File: src/rtl/port_io_unit.sv
// Memory-mapped output FIFO and synchronised input port on the MEM-stage data bus.
// Loads are combinational; writes, pops and input sampling update on the rising edge.
module port_io_unit #(
  parameter logic [31:0] ADDR_BASE  = 32'h1001_0100,
  parameter int          FIFO_DEPTH = 4
) (
  input  logic        clk,
  input  logic        reset,
  input  logic [31:0] Address,
  input  logic [31:0] WriteData,
  input  logic        MemWrite,
  input  logic        MemRead,
  output logic [31:0] ReadData,
  output logic        Hit,
  input  logic [7:0]  PortIn,
  output logic [31:0] PortOut,
  output logic        out_valid,
  input  logic        out_ready
);

  localparam int PW = $clog2(FIFO_DEPTH);

  logic [31:0]   fifo_mem [FIFO_DEPTH];
  logic [PW-1:0] rd_ptr, wr_ptr;
  logic [PW:0]   count;
  logic [31:0]   last;
  logic [7:0]    sync1, in_sync, prev;
  logic          chg, ovf;

  logic          empty, full;
  logic          wr_en, out_wr, clr_wr;
  logic          push, pop, drop, chg_set;
  logic [1:0]    reg_sel;
  logic [4:0]    count_ext;
  logic          unused_addr;

  assign unused_addr = ^Address[1:0];

  assign Hit       = (Address[31:4] == ADDR_BASE[31:4]);
  assign reg_sel   = Address[3:2];
  assign empty     = (count == '0);
  assign full      = (count == (PW+1)'(FIFO_DEPTH));
  assign out_valid = !empty;
  assign PortOut   = empty ? 32'h0 : fifo_mem[rd_ptr];
  assign count_ext = 5'(count);

  assign wr_en   = Hit & MemWrite;
  assign out_wr  = wr_en && (reg_sel == 2'd0);
  assign clr_wr  = wr_en && (reg_sel == 2'd2);
  assign pop     = out_valid & out_ready;
  // A pop frees the head slot on the same edge, so a full FIFO still accepts.
  assign push    = out_wr & (!full | pop);
  assign drop    = out_wr & full & !pop;
  assign chg_set = (in_sync != prev);

  always_comb begin
    ReadData = 32'h0;
    if (Hit && MemRead) begin
      case (reg_sel)
        2'd1:    ReadData = {24'h0, in_sync};
        2'd2:    ReadData = {23'h0, count_ext, ovf, chg, full, empty};
        2'd3:    ReadData = last;
        default: ReadData = 32'h0;
      endcase
    end
  end

  always_ff @(posedge clk) begin
    if (push) begin
      fifo_mem[wr_ptr] <= WriteData;
    end
  end

  always_ff @(posedge clk or negedge reset) begin
    if (!reset) begin
      rd_ptr <= '0;
      wr_ptr <= '0;
      count  <= '0;
      last   <= 32'h0;
    end else begin
      if (push) begin
        wr_ptr <= wr_ptr + PW'(1);
      end
      if (pop) begin
        rd_ptr <= rd_ptr + PW'(1);
        last   <= fifo_mem[rd_ptr];
      end
      case ({push, pop})
        2'b10:   count <= count + (PW+1)'(1);
        2'b01:   count <= count - (PW+1)'(1);
        default: count <= count;
      endcase
    end
  end

  always_ff @(posedge clk or negedge reset) begin
    if (!reset) begin
      sync1   <= 8'h0;
      in_sync <= 8'h0;
      prev    <= 8'h0;
      chg     <= 1'b0;
      ovf     <= 1'b0;
    end else begin
      sync1   <= PortIn;
      in_sync <= sync1;
      prev    <= in_sync;
      // Sticky flags: a new event outranks a clear arriving in the same cycle.
      if (chg_set) begin
        chg <= 1'b1;
      end else if (clr_wr && WriteData[2]) begin
        chg <= 1'b0;
      end
      if (drop) begin
        ovf <= 1'b1;
      end else if (clr_wr && WriteData[3]) begin
        ovf <= 1'b0;
      end
    end
  end

endmodule
File: config.mk
export PLATFORM = sky130hd
export DESIGN_NAME = port_io_unit
export DESIGN_NICKNAME = d
export VERILOG_FILES = /design/src/rtl/port_io_unit.sv
export SDC_FILE = /design/constraint.sdc
export NUM_CORES = 1
export LEC_CHECK = 0
export BUFFER_PORTS_ARGS = -buffer_cell sky130_fd_sc_hd__buf_2
export CAP_MARGIN = 40
export CORE_MARGIN = 1
export CORE_UTILIZATION = 33
export CTS_CLUSTER_DIAMETER = 120
export DETAILED_ROUTE_END_ITERATION = 10
export PLACE_DENSITY = 0.64
export SLEW_MARGIN = 10
export SYNTH_ARGS = -nofsm -noshare
export SYNTH_HDL_FRONTEND = slang
export SYNTH_SLANG_ARGS = --single-unit
File: constraint.sdc
create_clock -name clk -period 3.3 [get_ports clk]
set_input_delay 0.66 -clock clk [delete_from_list [all_inputs] [get_ports clk]]
set_output_delay 0.66 -clock clk [all_outputs]
set_load 0.03 [all_outputs]
# Word level (Yosys, flattened, before mapping)
# Memories as Yosys holds them, arrays and structs flattened.
# Cells that the tools add are included.
word_totals:
  register_bits: 65
  mem_bits_rw: 128
  input_bits: 77
  out_inout_bits: 66
  word_cells: 51
  mem_count: 1
classes:
  addsub: 4
  eq_ne: 8
  mux: 10
  bitwise: 6
  n_reduce_logical: 13
mem_list:
  columns: ["name", "words", "width", "read_ports", "rd_clocked_by_memory_dff", "write_ports", "line", "rtl"]
  rows:
  - ["fifo_mem", 4, 32, 1, 0, 1, "23", "logic [31:0] fifo_mem [FIFO_DEPTH];"]
op_table:
  columns: ["op", "count"]
  rows:
  - ["case mux 32 bit (3 select lines)", 1]
  - ["two-way mux 32 bit", 2]
  - ["== test 28 x 25 -> 1 bit, second input constant", 1]
  - ["inequality test 8 bit", 1]
  - ["== test 2 bit, second input constant", 3]
  - ["two-way mux 1 bit", 6]
  - ["case mux 3 bit (2 select lines)", 1]
  - ["nonzero test 2 bit", 3]
  - ["AND 1 bit", 5]
  - ["logical AND 1 bit", 5]
  - ["adder 2 x 1 -> 2 bit, second input constant", 2]
  - ["== test 2 x 1 -> 1 bit, second input constant", 2]
  - ["adder 3 x 1 -> 3 bit, second input constant", 1]
  - ["== test 3 bit, second input constant", 1]
  - ["logical NOT 1 bit", 3]
  - ["logical NOT 3 bit", 1]
  - ["subtractor 3 x 1 -> 3 bit, second input constant", 1]
  - ["logical NOT 2 bit", 1]
  - ["bitwise OR 1 bit", 1]

# Longest topological paths before layout
# Gate-level depths: netlist of the first run.
depth:
  ltp_word: 7
  mapped_depth: 9
  mapped_depth_nobuf: 8

# Worst setup path before layout of the first run
# OpenSTA, ideal clock, no wires.
synth_timing:
  path_kind: "input to output"
  from: "input Address[27]"
  to: "output ReadData[7]"
  arrival_ns: 2.562
  required_ns: 2.640
  path_slack_ns: 0.078
  cell_stages: 4
  path_buffers: 1
  cell_sequence: "or4b_4 or4_4 buf_6 nor3b_1"
synth_via:
  elab_chain_cells: 3
synth_lines:
  columns: ["element", "line", "rtl"]
  rows:
  - ["start, declared", "9", "input logic [31:0] Address,"]
  - ["== test 28 x 25 -> 1 bit", "39", "assign Hit = (Address[31:4] == ADDR_BASE[31:4]);"]
  - ["logical AND 1 bit", "58", "if (Hit && MemRead) begin"]
  - ["two-way mux 32 bit", "58", null]
  - ["end, declared", "13", "output logic [31:0] ReadData,"]
# No other way between the ends.

# Worst setup path after layout of the first run
layout_timing:
  from: "input Address[27]"
  to: "output ReadData[27]"
# The elaborated chain is that of the path after synthesis.

==> results.md, run 1 <==
* Worst hold-check path type: input port to asynchronous set/reset pin
* CP most frequent cell: buf_2
* Part of the cycle the worst path needs at 95.4%
* Top Ports at 143
* Skew final at 0.0147 ns
* Slowest cell on crit path: or4_4
* Antenna violations before repair at 1
* First-pass GRT wire length at 26.2 mm
* Core Area at 22800 sq um
* Placed Instances at 944
* Syn Inst Count at 497
* Status: completed
* Setup Buffers After CTS at 0
* CP Capture Point: ReadData[27]
* Non-Filler Instances at 976
* CTS tree: done
* CTS Root Cell: clkbuf_16
* Max frequency at 318 MHz
* Die Y at 155 microns
* Maximum vdd drop at 0.215 mV
* Setup TNS at 0 ns
* Yosys reg bits at 193
* Vias in the first global route at 4578
* Routed vias at 4419
* Drt drc at 0
* Min Hold Slack at 0.166 ns
* Overall Global Routing Usage at 14.6%
* Final Hold Vio Count at 0
* Critical Path RT at 2.64 ns
* Dominant synthesized flop cell: edfxtp_1
* Post-synthesis async set-or-reset flop share at 33.7%
* Pin count of the biggest net entering global routing at 42
* Worst Path Arrival at 2.49 ns
* Row Count at 55
* RSZ-0062 raised after global routing: false
* Antenna cell count at 0
* Reg-to-Reg End: count[2]
* Critical path depth in cells at 7
* Syn nets at 579
* Die X-Extent at 155 microns
* Buffer and inverter count on the worst path at 3
* Detailed Route WL at 16.6 mm
* MaxCap Viol Count at 0
* Synth cell types at 43
* Fin crit period at 3.15 ns
* Slew margin rel. at 62.8%
* CTS clk-pin slew, worst paths at 0.07 ns
* Nets at 732
* Leakage at 0.00392 uW
* Synthesized area at 7750 sq um
* Slew @ Worst Pin at 0.558 ns
* Type of the worst setup path: input port to primary output
* CTS buffer count at 17
* Number of flops mapped to enable cells by yosys at 128
* Iteration-0 DRC Markers at 279
* Max Root-Sink Buffers at 2
* FF-to-FF path depth at 7
* HPWL Detailed at 11.2 mm
* Layout cells sized above 1 at 36.2%
* Worst Setup SP: Address[27]
* Worst r2r src: count[0]
* # clock sinks at 193
* Top Family by Delay on Critical Path: simple AND/OR/NAND/NOR gates
* Initial Util at 33.9%
* Die area at 24100 sq um
* Worst setup SP type: input port
* Max Slew Vio Count at 0
* CTS H-tree lvls at 4
* Via/cell ratio at 4.53
* Area Growth Syn to Fin at 23.5%
* Worst-path fanout max at 13
* Final setup viols at 0
* Gr ovfl total at 0
* PortBufs at 140
* Yosys warns at 0
* Fill count at 2141
* Routed wire per std cell at 17.0 microns
* Critical path's largest stage delay at 0.56 ns
* Seq/Total Area, Yosys at 70.6%
* Reg2Reg Setup Slack at 1.10 ns
* PD cells at 526 nW/um^2
* Hold Buf Count CTS at 0
* Avg Cell Area, Syn at 15.6 sq um
* Remaining antenna violation count after routing at 0
* First-pass detailed-route iteration total at 4
* Gp weighted congestion at 0.764
* Critical-path cell list: buf_2 -> or4b_4 -> or4_4 -> nor2_8 -> buf_12 -> and2_1 -> buf_2
* Clk Latency, worst-skew pair at 0.43 ns
* Crit. End Element: primary output
-- per-stage QoR --
step,setup slack (ns),power (uW),area [sq um],util [%]
floorplan,0.0775,2980,7750,-
global placement,0.149,3110,8980,39.3
detailed placement,0.127,3120,9000,39.4
CTS,0.118,5100,9560,41.8
global route,0.0412,5240,9570,41.9
finish,0.151,5030,9570,41.9
-- state kept, by name, summed over array words and instances (netlist names) --
signal / cells
wr_ptr: 2
count: 3
prev: 8
fifo_mem: 128
ovf: 1
last: 32
rd_ptr: 2
sync1: 8
chg: 1
in_sync: 8
-- kinds of logic after synthesis --
| kind of cell | Yosys count | synth area share [%] |
|---|---|---|
| buffers and inverters | 30 | 1.89 |
| DFF | 193 | 70.6 |
| and+or+nand+nor | 197 | 13.0 |
| xor gates and xnor gates | 13 | 1.47 |
| muxes | 40 | 10.4 |
| adders and majority gates | 5 | 0.904 |
| AOI/OAI and AO/OA | 19 | 1.63 |
-- worst min path at each step --
stage	start	end	cells after the start
after global placement	sync1[7]	in_sync[7]	0
after CTS	reset	last[8]	1
after floorplan	sync1[0]	in_sync[0]	0
final	reset	last[28]	1
after detailed placement	sync1[3]	in_sync[3]	0
after global routing	reset	in_sync[4]	1
-- cells in the mapped netlist, drive strengths merged (5+ instances only) --
library cell | number | area, sq um
edfxtp | 128 | 3840
nand2 | 104 | 390
dfrtp | 65 | 1630
and2 | 60 | 375
mux4 | 32 | 721
clkbuf | 17 | 63.8
xnor2 | 12 | 105
nor2 | 10 | 53.8
buf | 9 | 67.6
a22oi | 7 | 52.6
mux2 | 7 | 78.8
o21ai | 5 | 25.0
-- repair_timing --
action                                  CTS  global route
resized for setup                         0             1
endpoints found under the hold margin     0             0
endpoints found under the setup margin    0            12
-- cells in the final DEF, fill, tap and decap left out, types with 5 or more instances in the layout --
cell type and instances:
nor2_1 9, nand2_1 104, clkinv_2 5, edfxtp_1 128, a22oi_1 7, buf_2 139
and2_1 56, buf_12 8, inv_6 5, xnor2_1 12, clkbuf_16 17, dfrtp_1 63
buf_4 12, mux4_2 32, mux2_1 7
-- worst register-to-register path: cells and delay by family (launching register included) --
| kind | cells | cell delay (ns) |
|---|---|---|
| XOR/XNOR | 1 | 0.15 |
| flip-flops | 1 | 0.51 |
| adder cells (fa/ha/maj) | 1 | 0.39 |
| AND/OR/NAND/NOR | 1 | 0.11 |
| AO/OA/AOI/OAI | 4 | 0.97 |
-- routing by layer --
layer	vias up	routed length, microns	global-route usage [%]
li1	2090	-	-
met2	92	7960	23.5
met1	2224	7770	19.9
met5	-	0	0
met4	0	172	4.15
met3	13	672	3.48
-- power by group --
group	total (uW)	switching [uW]	internal, uW
sequential	2820	81.6	2740
clock	1960	908	1050
combinational	248	134	114
total	5030	1120	3900
-- final cells by class --
class / instances / area [sq um] / share of cell area (%)
tap: 313 / 392 / 4.09
timing repair buffer: 160 / 973 / 10.2
sequential: 193 / 5470 / 57.2
clock inverter: 14 / 128 / 1.33
multi-input combinational: 274 / 2160 / 22.5
inverter: 4 / 15.0 / 0.157
clock buffer: 18 / 429 / 4.49
No activity file was read; power rests on OpenSTA's default activity.
==> run 2: changes to the inputs <==
--- a/config.mk
+++ b/config.mk
@@ -7,8 +7,9 @@
 export LEC_CHECK = 0
 export BUFFER_PORTS_ARGS = -buffer_cell sky130_fd_sc_hd__buf_2
 export CAP_MARGIN = 40
-export CORE_MARGIN = 1
+export CORE_MARGIN = 2
 export CORE_UTILIZATION = 33
+export CTS_BUF_LIST = sky130_fd_sc_hd__clkbuf_16
 export CTS_CLUSTER_DIAMETER = 120
 export DETAILED_ROUTE_END_ITERATION = 10
 export PLACE_DENSITY = 0.64
==> results.md, run 2 (synthesized netlist as in run 1, its figures left out) <==
* Pin count of the biggest net entering global routing at 37
* Reg2Reg Setup Slack at 1.12 ns
* Part of the cycle the worst path needs at 97.1%
* Max Slew Vio Count at 0
* Crit. End Element: primary output
* Reg-to-Reg End: count[2]
* Met1 wire length at 7.61 mm
* CTS buffer count at 17
* Nets at 734
* Placed Instances at 952
* Fin area at 9620 sq um
* Antenna cell count at 0
* RSZ-0062 raised after global routing: false
* Skew final at 0.0105 ns
* Setup Buffers After CTS at 0
* Worst setup SP type: input port
* Max Root-Sink Buffers at 2
* Top Ports at 143
* Worst hold-check path type: input port to asynchronous set/reset pin
* Overall Global Routing Usage at 14.3%
* Leakage at 0.00393 uW
* Status: completed
* Commonest non-fill, non-tap cell in the layout: buf_2
* Drt drc at 0
* Final setup viols at 0
* First-pass detailed-route iteration total at 4
* Worst r2r src: count[0]
* Critical Path RT at 2.64 ns
* Met3 WL post-DR at 811 microns
* Clk Latency, worst-skew pair at 0.43 ns
* Detailed Route WL at 17.1 mm
* Setup TNS at 0 ns
* Via/cell ratio at 4.57
* Vias in the first global route at 4553
* CTS H-tree lvls at 4
* Met2 wire len at 8.44 mm
* Die X-Extent at 157 microns
* First-pass GRT wire length at 25.9 mm
* Core Area at 23300 sq um
* Antenna violations before repair at 1
* Initial Util at 33.3%
* Fin crit period at 3.20 ns
* Final Hold Vio Count at 0
* PD cells at 530 nW/um^2
* Layout cells sized above 1 at 36.7%
* Non-Filler Instances at 984
* Biggest register: fifo_mem
* FF-to-FF path depth at 7
* Top Metal Used: met5
* Maximum vdd drop at 0.255 mV
* CTS Root Cell: clkbuf_16
* MaxCap Viol Count at 0
* Largest register FFs at 128
* Gp weighted congestion at 0.718
* HPWL Detailed at 11.5 mm
* Slew @ Worst Pin at 0.519 ns
* Slew margin rel. at 65.3%
* Area Growth Syn to Fin at 24.1%
* # clock sinks at 193
* Iteration-0 DRC Markers at 287
* Die Y at 157 microns
* PortBufs at 140
* CTS clk-pin slew, worst paths at 0.07 ns
* Final core utilization at 41.3%
* Remaining antenna violation count after routing at 0
* Row Count at 56
* Worst-path fanout max at 8
* Commonest cells after routing, fill and taps aside: 139 x buf_2, 128 x edfxtp_1, 104 x nand2_1
* Gr ovfl total at 0
* Biggest regs: fifo_mem (128), last (32)
* Area post-placement at 9010 sq um
* Routed wire per std cell at 17.3 microns
* Worst Path Arrival at 2.54 ns
* Max frequency at 312 MHz
* Die area at 24700 sq um
* Type of the worst setup path: input port to primary output
* Routed vias at 4495
* CTS tree: done
-- run 2: cell count changes in the layout (fill, tap and decap cells not counted), sizes merged --
cell / change
bufinv: -1
clkinv: -1
clkbuf: -1
inv: +1
buf: +2
clkinvlp: +2
-- run 2: worst max-delay path by stage --
stage | endpoint | cells past startpoint | start | slack (ns)
5_1_grt | ReadData[16] | 8 | Address[6] | 0.02
4_1_cts | ReadData[29] | 7 | Address[27] | 0.09
6_report | ReadData[7] | 6 | Address[27] | 0.1
3_5_place_dp | ReadData[29] | 7 | Address[27] | 0.1
2_1_floorplan | ReadData[7] | 4 | Address[27] | 0.08
3_3_place_gp | ReadData[16] | 8 | Address[14] | 0.10
-- run 2: repair_timing --
item | 4_1_cts | 5_1_grt
hold buffers | 0 | 0
setup endpoints to repair | 0 | 5
gates resized for setup | 0 | 2
-- run 2: critical path, stage by stage --
cell and delay, ns:
buf_2 0.10, or4b_4 0.53, or4_4 0.56, buf_4 0.20, nor3b_1 0.25, buf_2 0.25
-- run 2: layer usage --
metal	vias up	GRT usage, %
li1	2100	-
met1	2265	18.9
met2	108	23.5
met3	20	3.44
met4	2	3.94
met5	-	0
-- run 2: final cells by class --
cell class              count  area (sq um)
clock buffers              17           425
well taps                 319           399
repair buffers            162           976
inverters                   4          15.0
multi-input cells         274          2160
fillers                  2172         13600
clock inverters            15           165
flip-flops and latches    193          5470
-- run 2: report_power, final --
group	internal, uW	switching [uW]
registers	2740	88.5
logic	114	137
clock network	1020	1000
total	3870	1230
-- run 2: through the flow --
| stage | total power (uW) | hold WS (ns) | setup WS, ns |
|---|---|---|---|
| finish | 5100 | 0.161 | 0.0954 |
| global route | 5330 | 0.171 | 0.0181 |
| CTS | 5160 | 0.161 | 0.0905 |
| detailed placement | 3130 | 0.336 | 0.0995 |
| global placement | 3120 | 0.334 | 0.102 |
| floorplan | 2980 | 0.331 | 0.0775 |
==> run 3: changes to the inputs <==
--- a/config.mk
+++ b/config.mk
@@ -12,6 +12,7 @@
 export CTS_BUF_LIST = sky130_fd_sc_hd__clkbuf_16
 export CTS_CLUSTER_DIAMETER = 120
 export DETAILED_ROUTE_END_ITERATION = 10
+export MAX_ROUTING_LAYER = met4
 export PLACE_DENSITY = 0.64
 export SLEW_MARGIN = 10
 export SYNTH_ARGS = -nofsm -noshare
==> results.md, run 3 (synthesized netlist as in run 1, its figures left out) <==
* Maximum vdd drop at 0.254 mV
* First-pass detailed-route iteration total at 4
* Biggest register: fifo_mem
* Nets at 734
* Worst hold-check path type: input port to asynchronous set/reset pin
* Routed vias at 4492
* Drt drc at 0
* PortBufs at 140
* Leakage at 0.00393 uW
* Worst setup SP type: input port
* Max frequency at 312 MHz
* Max Slew Vio Count at 0
* Fin crit period at 3.20 ns
* First-pass GRT wire length at 25.9 mm
* Pin count of the biggest net entering global routing at 37
* Min Hold Slack at 0.161 ns
* # clock sinks at 193
* Hold Buf Count CTS at 0
* Remaining antenna violation count after routing at 0
* Critical Path RT at 2.64 ns
* Initial Util at 33.3%
* Gp weighted congestion at 0.727
* Status: completed
* Routed wire per std cell at 17.4 microns
* CTS tree: done
* Clk Latency, worst-skew pair at 0.43 ns
* Type of the worst setup path: input port to primary output
* Iteration-0 DRC Markers at 304
* Slew @ Worst Pin at 0.519 ns
* Final Hold Vio Count at 0
* CTS buffer count at 17
* Detailed Route WL at 17.1 mm
* Gr ovfl total at 0
* Row Count at 56
* Die X-Extent at 157 microns
* Vias in the first global route at 4567
* Die Y at 157 microns
* Overall Global Routing Usage at 14.7%
* HPWL Detailed at 11.5 mm
* Area Growth Syn to Fin at 24.2%
* RSZ-0062 raised after global routing: false
* Pre-CTS setup slack at 0.0995 ns
* Commonest cells after routing, fill and taps aside: 139 x buf_2, 128 x edfxtp_1, 104 x nand2_1
* CTS clk-pin slew, worst paths at 0.07 ns
* Part of the cycle the worst path needs at 97.1%
* Worst Path Arrival at 2.54 ns
* CTS Root Cell: clkbuf_16
* Biggest regs: fifo_mem (128), last (32)
* Skew final at 0.0106 ns
* Reg2Reg Setup Slack at 1.13 ns
* Layout cells sized above 1 at 36.7%
* Worst setup margin at 0.0960 ns
* Crit. End Element: primary output
* Antenna violations before repair at 1
* FF-to-FF path depth at 7
* Final setup viols at 0
* Setup TNS at 0 ns
* Reg-to-Reg End: count[2]
* Commonest non-fill, non-tap cell in the layout: buf_2
* CTS H-tree lvls at 4
* Largest register FFs at 128
* Slew margin rel. at 65.3%
* Core Area at 23300 sq um
* Worst-path fanout max at 8
* Via/cell ratio at 4.56
* PD cells at 530 nW/um^2
* Worst r2r src: count[0]
* Die area at 24700 sq um
* MaxCap Viol Count at 0
* Max Root-Sink Buffers at 2
* Top Ports at 143
==> run 3: changes by cell type in the layout (fill, tap and decap cells not counted), sizes merged <==
cell,before,now
diode,0,1
==> run 3: layout make-up <==
| type | instances | area, sq um |
|---|---|---|
| sequential | 193 | 5470 |
| fill | 2171 | 13600 |
| timing repair buffer | 162 | 976 |
| inverter | 4 | 15.0 |
| multi-input combinational | 274 | 2160 |
| antenna | 1 | 2.50 |
| tap | 319 | 399 |
| clock inverter | 15 | 165 |
| clock buffer | 17 | 425 |
==> run 3: through the flow <==
step / cells / power (uW) / cell area [sq um] / utilization, %
3_3_place_gp: 950 / 3120 / 8980 / 38.6
2_1_floorplan: 497 / 2980 / 7750 / -
3_5_place_dp: 952 / 3130 / 9010 / 38.7
6_report: 985 / 5100 / 9620 / 41.4
5_1_grt: 985 / 5330 / 9620 / 41.4
4_1_cts: 984 / 5160 / 9600 / 41.3
==> run 3: power by group <==
group | switching [uW] | internal [uW]
sequential | 88.7 | 2740
clock | 1010 | 1020
combinational | 136 | 114
==> run 3: worst max-delay path by stage <==
stage / slack (ns) / end / depth (start not counted) / from
6_report: 0.1 / ReadData[7] / 6 / Address[27]
5_1_grt: 0.02 / ReadData[16] / 8 / Address[6]
4_1_cts: 0.09 / ReadData[29] / 7 / Address[27]
3_5_place_dp: 0.1 / ReadData[29] / 7 / Address[27]
3_3_place_gp: 0.10 / ReadData[16] / 8 / Address[14]
2_1_floorplan: 0.08 / ReadData[7] / 4 / Address[27]
==> run 3: repair_timing <==
| action | CTS | global route |
|---|---|---|
| gates resized for setup | 0 | 2 |
| buffers inserted | 0 | 0 |
| endpoints found under the setup margin | 0 | 5 |
| hold endpoints to repair | 0 | 0 |
==> run 3: metal layers <==
layer | global-route usage, % | wire, microns | vias to the layer above
li1 | - | - | 2103
met1 | 18.9 | 7700 | 2273
met3 | 3.63 | 740 | 13
met4 | 3.55 | 179 | 0
met5 | - | 0 | -
met2 | 23.5 | 8480 | 103
==> run 3: worst max-delay path, stage by stage <==
cell     delay [ns]
buf_2          0.10
or4b_4         0.53
or4_4          0.56
buf_4          0.20
nor3b_1        0.25
buf_2          0.25
